File: config.mk
export PLATFORM = sky130hd
export DESIGN_NAME = mag_comp_serial_flat
export DESIGN_NICKNAME = d
export VERILOG_FILES = /design/src/rtl/mag_comp_serial_if.sv /design/src/rtl/mag_comp_serial.sv /design/src/flat_wrapper.sv
export SDC_FILE = /design/constraint.sdc
export NUM_CORES = 1
export LEC_CHECK = 0
export CORE_AREA = 2 2 42 47
export DETAILED_ROUTE_END_ITERATION = 10
export DIE_AREA = 0 0 44 49
export GPL_TIMING_DRIVEN = 1
export PLACE_DENSITY = 0.72
export SKIP_CTS_REPAIR_TIMING = 1
export SYNTH_ARGS = -nofsm -noshare
export SYNTH_HDL_FRONTEND = slang
export SYNTH_SLANG_ARGS = --single-unit
File: constraint.sdc
create_clock -name clk -period 1.7 [get_ports clk]
set_clock_uncertainty 0.05 [all_clocks]
set_input_delay 0.17 -clock clk [delete_from_list [all_inputs] [get_ports clk]]
set_output_delay 0.17 -clock clk [all_outputs]
set_load 0.01 [all_outputs]
File: src/rtl/mag_comp_serial_if.sv
// Slice stream into the serial magnitude comparator and the published result coming back.
// The bench drives through master; the comparator sits on slave.
interface mag_comp_serial_if;
    logic       in_valid;
    logic       start;
    logic       last;
    logic [1:0] a;
    logic [1:0] b;
    logic       busy;
    logic       out_valid;
    logic       gt;
    logic       lt;
    logic       eq;
    logic [3:0] cnt;
    logic       ovf;

    modport master (
        output in_valid, start, last, a, b,
        input  busy, out_valid, gt, lt, eq, cnt, ovf
    );

    modport slave (
        input  in_valid, start, last, a, b,
        output busy, out_valid, gt, lt, eq, cnt, ovf
    );
endinterface

File: src/rtl/mag_comp_serial.sv
// Serial MSB-first magnitude comparator over 2-bit slices; result registered one cycle after the last slice.
// No back-pressure: one slice per cycle is always accepted.
module mag_comp_serial #(
    parameter int MAXSL = 8
) (
    input  logic             clk,
    input  logic             rst,
    mag_comp_serial_if.slave s
);
    typedef enum logic [1:0] {IDLE, RUN, DECIDED} state_t;

    state_t     state, state_n;
    logic       run_gt, run_lt, run_gt_n, run_lt_n;
    logic [3:0] cnt_q, cnt_n;
    logic       ovf_q, ovf_n;
    logic       ov_q, ov_n;
    logic       gt_q, gt_n, lt_q, lt_n, eq_q, eq_n;

    logic       accept, sgt, slt, seq;
    logic       decided, base_gt, base_lt, new_gt, new_lt;
    logic [4:0] cnt_inc;

    assign sgt     = s.a > s.b;
    assign slt     = s.a < s.b;
    assign seq     = s.a == s.b;
    assign accept  = s.in_valid && (s.start || state != IDLE);
    assign cnt_inc = {1'b0, cnt_q} + 5'd1;

    always_ff @(posedge clk) begin
        if (rst) begin
            state  <= IDLE;
            run_gt <= 1'b0;
            run_lt <= 1'b0;
            cnt_q  <= '0;
            ovf_q  <= 1'b0;
            ov_q   <= 1'b0;
            gt_q   <= 1'b0;
            lt_q   <= 1'b0;
            eq_q   <= 1'b0;
        end else begin
            state  <= state_n;
            run_gt <= run_gt_n;
            run_lt <= run_lt_n;
            cnt_q  <= cnt_n;
            ovf_q  <= ovf_n;
            ov_q   <= ov_n;
            gt_q   <= gt_n;
            lt_q   <= lt_n;
            eq_q   <= eq_n;
        end
    end

    always_comb begin
        state_n  = state;
        run_gt_n = run_gt;
        run_lt_n = run_lt;
        cnt_n    = cnt_q;
        ovf_n    = ovf_q;
        ov_n     = 1'b0;
        gt_n     = gt_q;
        lt_n     = lt_q;
        eq_n     = eq_q;
        decided  = 1'b0;
        base_gt  = run_gt;
        base_lt  = run_lt;
        new_gt   = run_gt;
        new_lt   = run_lt;

        if (accept) begin
            // A start slice restarts from "equal", even when it aborts a compare in flight.
            if (s.start) begin
                base_gt = 1'b0;
                base_lt = 1'b0;
                cnt_n   = 4'd1;
                ovf_n   = 1'b0;
            end else begin
                decided = (state == DECIDED);
                cnt_n   = cnt_inc[3:0];
            end

            new_gt = base_gt;
            new_lt = base_lt;
            if (decided) begin
                state_n = DECIDED;
            end else if (sgt) begin
                new_gt  = 1'b1;
                state_n = DECIDED;
            end else if (slt) begin
                new_lt  = 1'b1;
                state_n = DECIDED;
            end else if (seq) begin
                state_n = RUN;
            end
            run_gt_n = new_gt;
            run_lt_n = new_lt;

            if (s.last) begin
                gt_n    = new_gt;
                lt_n    = new_lt;
                eq_n    = ~new_gt & ~new_lt;
                ov_n    = 1'b1;
                state_n = IDLE;
            end else if (!s.start && cnt_inc > 5'(MAXSL)) begin
                ovf_n   = 1'b1;
                state_n = IDLE;
            end
        end
    end

    assign s.busy      = (state != IDLE);
    assign s.out_valid = ov_q;
    assign s.gt        = gt_q;
    assign s.lt        = lt_q;
    assign s.eq        = eq_q;
    assign s.cnt       = cnt_q;
    assign s.ovf       = ovf_q;
endmodule

File: src/flat_wrapper.sv
// flat-port wrapper written by rule: the top's interface ports become plain ports
module mag_comp_serial_flat 
#(
    parameter int MAXSL = 8
)
  (clk, rst, s_in_valid, s_start, s_last, s_a, s_b, s_busy, s_out_valid, s_gt, s_lt, s_eq, s_cnt, s_ovf);
  mag_comp_serial_if s_i ();
  input  logic clk;
  input  logic rst;
  input wire logic [$bits(s_i.in_valid)-1:0] s_in_valid;
  input wire logic [$bits(s_i.start)-1:0] s_start;
  input wire logic [$bits(s_i.last)-1:0] s_last;
  input wire logic [$bits(s_i.a)-1:0] s_a;
  input wire logic [$bits(s_i.b)-1:0] s_b;
  output wire logic [$bits(s_i.busy)-1:0] s_busy;
  output wire logic [$bits(s_i.out_valid)-1:0] s_out_valid;
  output wire logic [$bits(s_i.gt)-1:0] s_gt;
  output wire logic [$bits(s_i.lt)-1:0] s_lt;
  output wire logic [$bits(s_i.eq)-1:0] s_eq;
  output wire logic [$bits(s_i.cnt)-1:0] s_cnt;
  output wire logic [$bits(s_i.ovf)-1:0] s_ovf;
  assign s_i.in_valid = s_in_valid;
  assign s_i.start = s_start;
  assign s_i.last = s_last;
  assign s_i.a = s_a;
  assign s_i.b = s_b;
  assign s_busy = s_i.busy;
  assign s_out_valid = s_i.out_valid;
  assign s_gt = s_i.gt;
  assign s_lt = s_i.lt;
  assign s_eq = s_i.eq;
  assign s_cnt = s_i.cnt;
  assign s_ovf = s_i.ovf;
  mag_comp_serial #(.MAXSL(MAXSL)) u_core (.clk(clk), .rst(rst), .s(s_i));
endmodule
# Word-level counts from Yosys, hierarchy flattened
# Cells that the tools add are included.
[op_classes]
bitwise_logic = 4
magnitude_cmp = 3
n_reduce_logical = 9
addsub = 1
div_mod_pow = 0
multipliers = 0
eq_ne = 2
n_mux = 22
shifts = 0
[ops]
columns = ["op", "count"]
rows = [
  ["$mux 1", 15],
  ["$mux 2", 6],
  ["$reduce_bool 6->1", 1],
  ["$add 4x1->5 const B", 1],
  ["$gt 5x4->1 const B", 1],
  ["$mux 4", 1],
  ["$reduce_and 2->1", 2],
  ["$not 1->1", 3],
  ["$eq 2x2->1", 1],
  ["$eq 2x2->1 const B", 1],
  ["$gt 2x2->1", 1],
  ["$logic_and 1x1->1", 2],
  ["$lt 2x2->1", 1],
  ["$reduce_bool 2->1", 1],
  ["$reduce_or 2->1", 1],
  ["$and 1x1->1", 1],
  ["$logic_not 1->1", 1],
  ["$logic_or 1x1->1", 1],
]
[totals]
elab_cells = 50
ff_bits = 13
ramBits = 0
romBits = 0
latch_bits = 0
n_memories = 0

# Longest topological paths before layout
[depth]
ltp_word = 8
mapped_depth = 6

# Worst setup path after synthesis
# No wires, ideal clock.
[synth_path]
path_kind = "flip-flop to flip-flop"
start = "reg u_core.cnt_q[0] (netlist: u_core.s.cnt[0])"
end = "reg u_core.ovf_q (netlist: u_core.s.ovf)"
t_arrival_ns = 1.327
path_slack_ns = 0.208
required_ns = 1.535
path_stages_with_launch = 6
setup_time_ns = 0.115
n_path_buf = 0
cell_sequence = "dfxtp_1 -> ha_1 -> or2b_1 -> a21oi_1 -> nor4b_1 -> o21a_1"
[synth_between]
elab_chain_len = 5
[synth_rtl]
columns = ["element", "line", "text"]
rows = [
  ["start, declared", "mag_comp_serial.sv:14", "logic [3:0] cnt_q, cnt_n;"],
  ["start signal, assigned", "mag_comp_serial.sv:44", "cnt_q <= cnt_n;"],
  ["$add 4x1->5", "mag_comp_serial.sv:27", "assign cnt_inc = {1'b0, cnt_q} + 5'd1;"],
  ["$gt 5x4->1", "mag_comp_serial.sv:103", "end else if (!s.start && cnt_inc > 5'(MAXSL)) begin"],
  ["$logic_and 1x1->1", "mag_comp_serial.sv:103", ""],
  ["$mux 1", "mag_comp_serial.sv:103", ""],
  ["$mux 1", "mag_comp_serial.sv:97", "if (s.last) begin"],
  ["end signal, assigned", "mag_comp_serial.sv:45", "ovf_q <= ovf_n;"],
  ["end, declared", "mag_comp_serial.sv:15", "logic ovf_q, ovf_n;"],
]
# Every way passes these cells.
# A chain may end at the register's enable or synchronous reset.

# Final worst setup path
# Same ends and word-level chain as after synthesis.

==> flow_summary.yaml <==
detailed_routing:
  route.detailed.drc: 0
  drt_pre_antenna_iters: 4
  viasPerCell: 5.54
  num_vias: 775
  drtAntennaViolNets: 0
  drtIter0Drc: 18
  wl_per_cell_um: 12.5
  wirelength_um: 1760
placement:
  place_area_sq_um: 996
  io_buffers: 18
  gp_congestion: 0.799
  dp_hpwl_um: 1370
  dp_slack_ns: -0.127
clocking:
  cts_tree: "built"
  ctsRootBufferMaster: "clkbuf_4"
  ctsLongestPathBuffers: 2
  clock_sinks: 13
  clk_latency_ns: 0.28
  cts.clk_slew.worst_paths_ns: 0.08
  numCtsBuffers: 3
  cts_max_level: 1
worst_setup_path:
  worstPathRequired_ns: 1.83
  end_kind: "flop"
  timing.rr.end: "u_core.s.ovf$_SDFFE_PP0P_"
  reg2reg_setup_slack_ns: 0.06
  arrival_ns: 1.77
  cp-start-kind: "flop"
  reg2reg_depth: 5
  cp_max_fo: 7
  path_class: "reg2reg"
  r2r-start: "u_core.s.cnt[0]$_SDFFE_PP0P_"
worst_hold_path:
  hold_start: "u_core.s.eq$_SDFFE_PP0P_"
  hold_end: "u_core.s.eq$_SDFFE_PP0P_"
  hold_path.class: "reg2reg"
  min_path_cells: 2
outcome:
  status: "finished clean"
global_routing:
  gr-usage-met1: 0.227
  grtUsageMet3: 0.0222
  antenna_found_initial: 0
  grt_use_total: 0.188
  grt-ovfl-total: 0
  met2_usage: 0.289
  grt_pass1_wl_um: 2990
  grt_max_degree: 13
  busiest_layer: "met2"
  grt_pass1_vias: 680
synthesis:
  synth_area_sq_um: 733
  synth_compound_area_frac: 0.265
  synth-simple-area-share: 0.261
  synth-xor-area-share: 0
  synthMuxAreaShare: 0
  yosys_warnings: 0
  syn_nets: 105
  synth_cell_types: 31
  synth_seq_area_share: 0.355
  synth_cells: 92
  synth_seq_cells: 13
  synth_top_family_by_area: "compound AO/OA/AOI/OAI gates"
  avgSynthCellArea_sq_um: 7.97
  synthAdderAreaFrac: 0.0683
pwr:
  peakVddDrop_mv: 0.460
  p_leak_nw: 0.404
  power_density_nw_per_um2: 634
final_layout:
  fin_util: 0.602
  multi_input_area_sq_um: 448
  regArea_sq_um: 263
  drive_gt1_frac: 0.156
  nNetsFinal: 136
  antenna_cells: 0
  area_delta_synth_final_pct: 41.5
  fill_cells: 160
  final_cell_area_sq_um: 1040
die:
  dieArea_sq_um: 2160
  ios: 19
  die_width_um: 44
  fp-row-count: 16
  die_h_um: 49
  initial_utilization: 0.426
  coreArea_sq_um: 1720
sta:
  rsz0062_at_grt: "no"
  slew_viol_final: 0
  timing.fmax_ghz: 0.611
  timing_hold_violations_final: 0
  relSlewSlack: 0.653
  fin_ws_ns: 0.0629
  setup_viol: 0
  fin_crit_sh: 0.963
  fin_crit_ns: 1.64
  worst_pin_slew_ns: 0.519
flow_run:
  max_cap_viol_count: 0
-- sequential cells by signal, indices dropped and copies added (netlist names) --
signal / flops
u_core.run_lt: 1
u_core.s.gt: 1
u_core.s.ovf: 1
u_core.s.cnt: 4
u_core.state: 2
u_core.run_gt: 1
u_core.s.lt: 1
u_core.s.eq: 1
u_core.s.out_valid: 1
-- where the power goes --
part           internal (mW)  total (mW)  switching, mW  leakage [nW]
Combinational         0.0747       0.135         0.0598         0.282
Clock                 0.0912       0.197          0.106        0.0150
Sequential             0.316       0.326         0.0104         0.107
Total                  0.482       0.658          0.176         0.404
-- layout by cell type (no fill, tap or decap), types with 2 or more instances in the layout --
master | netlist | routed
nor4_1 | 2 | 2
a22oi_1 | 2 | 2
nor2b_1 | 2 | 2
nand2_1 | 7 | 7
nand3_1 | 2 | 2
o21a_1 | 3 | 3
dfxtp_1 | 13 | 11
inv_1 | 6 | 6
clkdlybuf4s50_1 | 0 | 18
buf_4 | 0 | 10
o21ai_0 | 5 | 5
o31ai_1 | 3 | 3
nor2_1 | 11 | 10
nand2b_1 | 2 | 2
nor3b_1 | 2 | 2
a21oi_1 | 9 | 8
nor3_1 | 3 | 3
dfxtp_2 | 0 | 2
clkbuf_4 | 0 | 3
ha_1 | 4 | 4
-- layout make-up --
class                   instances  share of cell area
repair buffers                 28               0.246
well taps                      18              0.0217
clock buffers                   4              0.0253
inverters                       6              0.0217
multi-input cells              71               0.432
flip-flops and latches         13               0.253
-- logic make-up after synthesis --
family / count (synthesis)
AND/OR/NAND/NOR: 37
flip-flops: 13
buffers and inverters: 8
AO/OA/AOI/OAI: 30
adder cells (fa/ha/maj): 4
-- per-stage QoR --
step           TNS (ns)  hold WS (ns)  power (mW)  std cells
2_1_floorplan         0         0.278       0.396         92
3_3_place_gp     -0.165         0.397       0.465        136
3_5_place_dp     -0.227         0.400       0.468        136
4_1_cts        -0.00917         0.413       0.666        140
5_1_grt               0         0.445       0.701        140
6_report              0         0.412       0.658        140
-- synth_stat cells (all sizes together) --
cell	instances	area (sq um)
o21bai	1	7.51
nand3b	1	7.51
nor4	2	12.5
ha	4	50.1
clkbuf	1	3.75
buf	1	11.3
nand3	2	10.0
inv	6	22.5
or4	1	7.51
nand2	7	26.3
nor2b	2	12.5
a21oi	9	45.0
nor4b	1	8.76
nor3	3	15.0
o21a	3	22.5
a2bb2oi	1	8.76
o31a	1	8.76
dfxtp	13	260
or2	1	6.26
a22oi	2	15.0
o211ai	1	7.51
o21ai	5	25.0
a31oi	1	6.26
nand2b	2	12.5
o311ai	2	17.5
a211oi	1	7.51
or2b	1	7.51
and2b	1	8.76
nor3b	2	15.0
o31ai	3	22.5
nor2	11	41.3
-- per-layer routing --
layer,part of all wire,vias up
met5,0,-
met4,0.029,0
met3,0.039,4
met2,0.49,20
met1,0.44,357
li1,-,394
-- critical path: stages, from the launching register on --
cell and delay (ns):
dfxtp_1 0.45, ha_1 0.28, nand2_1 0.08, a31oi_1 0.37, nor4b_2 0.12, o21a_1 0.20
-- worst max-delay path by stage --
stage / start / end / slack [ns] / depth (start not counted)
floorplan: u_core.s.cnt[0]$_SDFFE_PP0P_ / u_core.s.ovf$_SDFFE_PP0P_ / 0.21 / 5
CTS: u_core.state[0]$_SDFFE_PP0P_ / s_busy / -0.009 / 3
finish: u_core.s.cnt[0]$_SDFFE_PP0P_ / u_core.s.ovf$_SDFFE_PP0P_ / 0.06 / 5
global placement: s_b[1] / u_core.state[0]$_SDFFE_PP0P_ / -0.08 / 7
detailed placement: s_a[0] / u_core.state[0]$_SDFFE_PP0P_ / -0.13 / 7
global route: u_core.s.cnt[0]$_SDFFE_PP0P_ / u_core.s.ovf$_SDFFE_PP0P_ / 0.004 / 5
No activity file was read; power rests on OpenSTA's default activity.
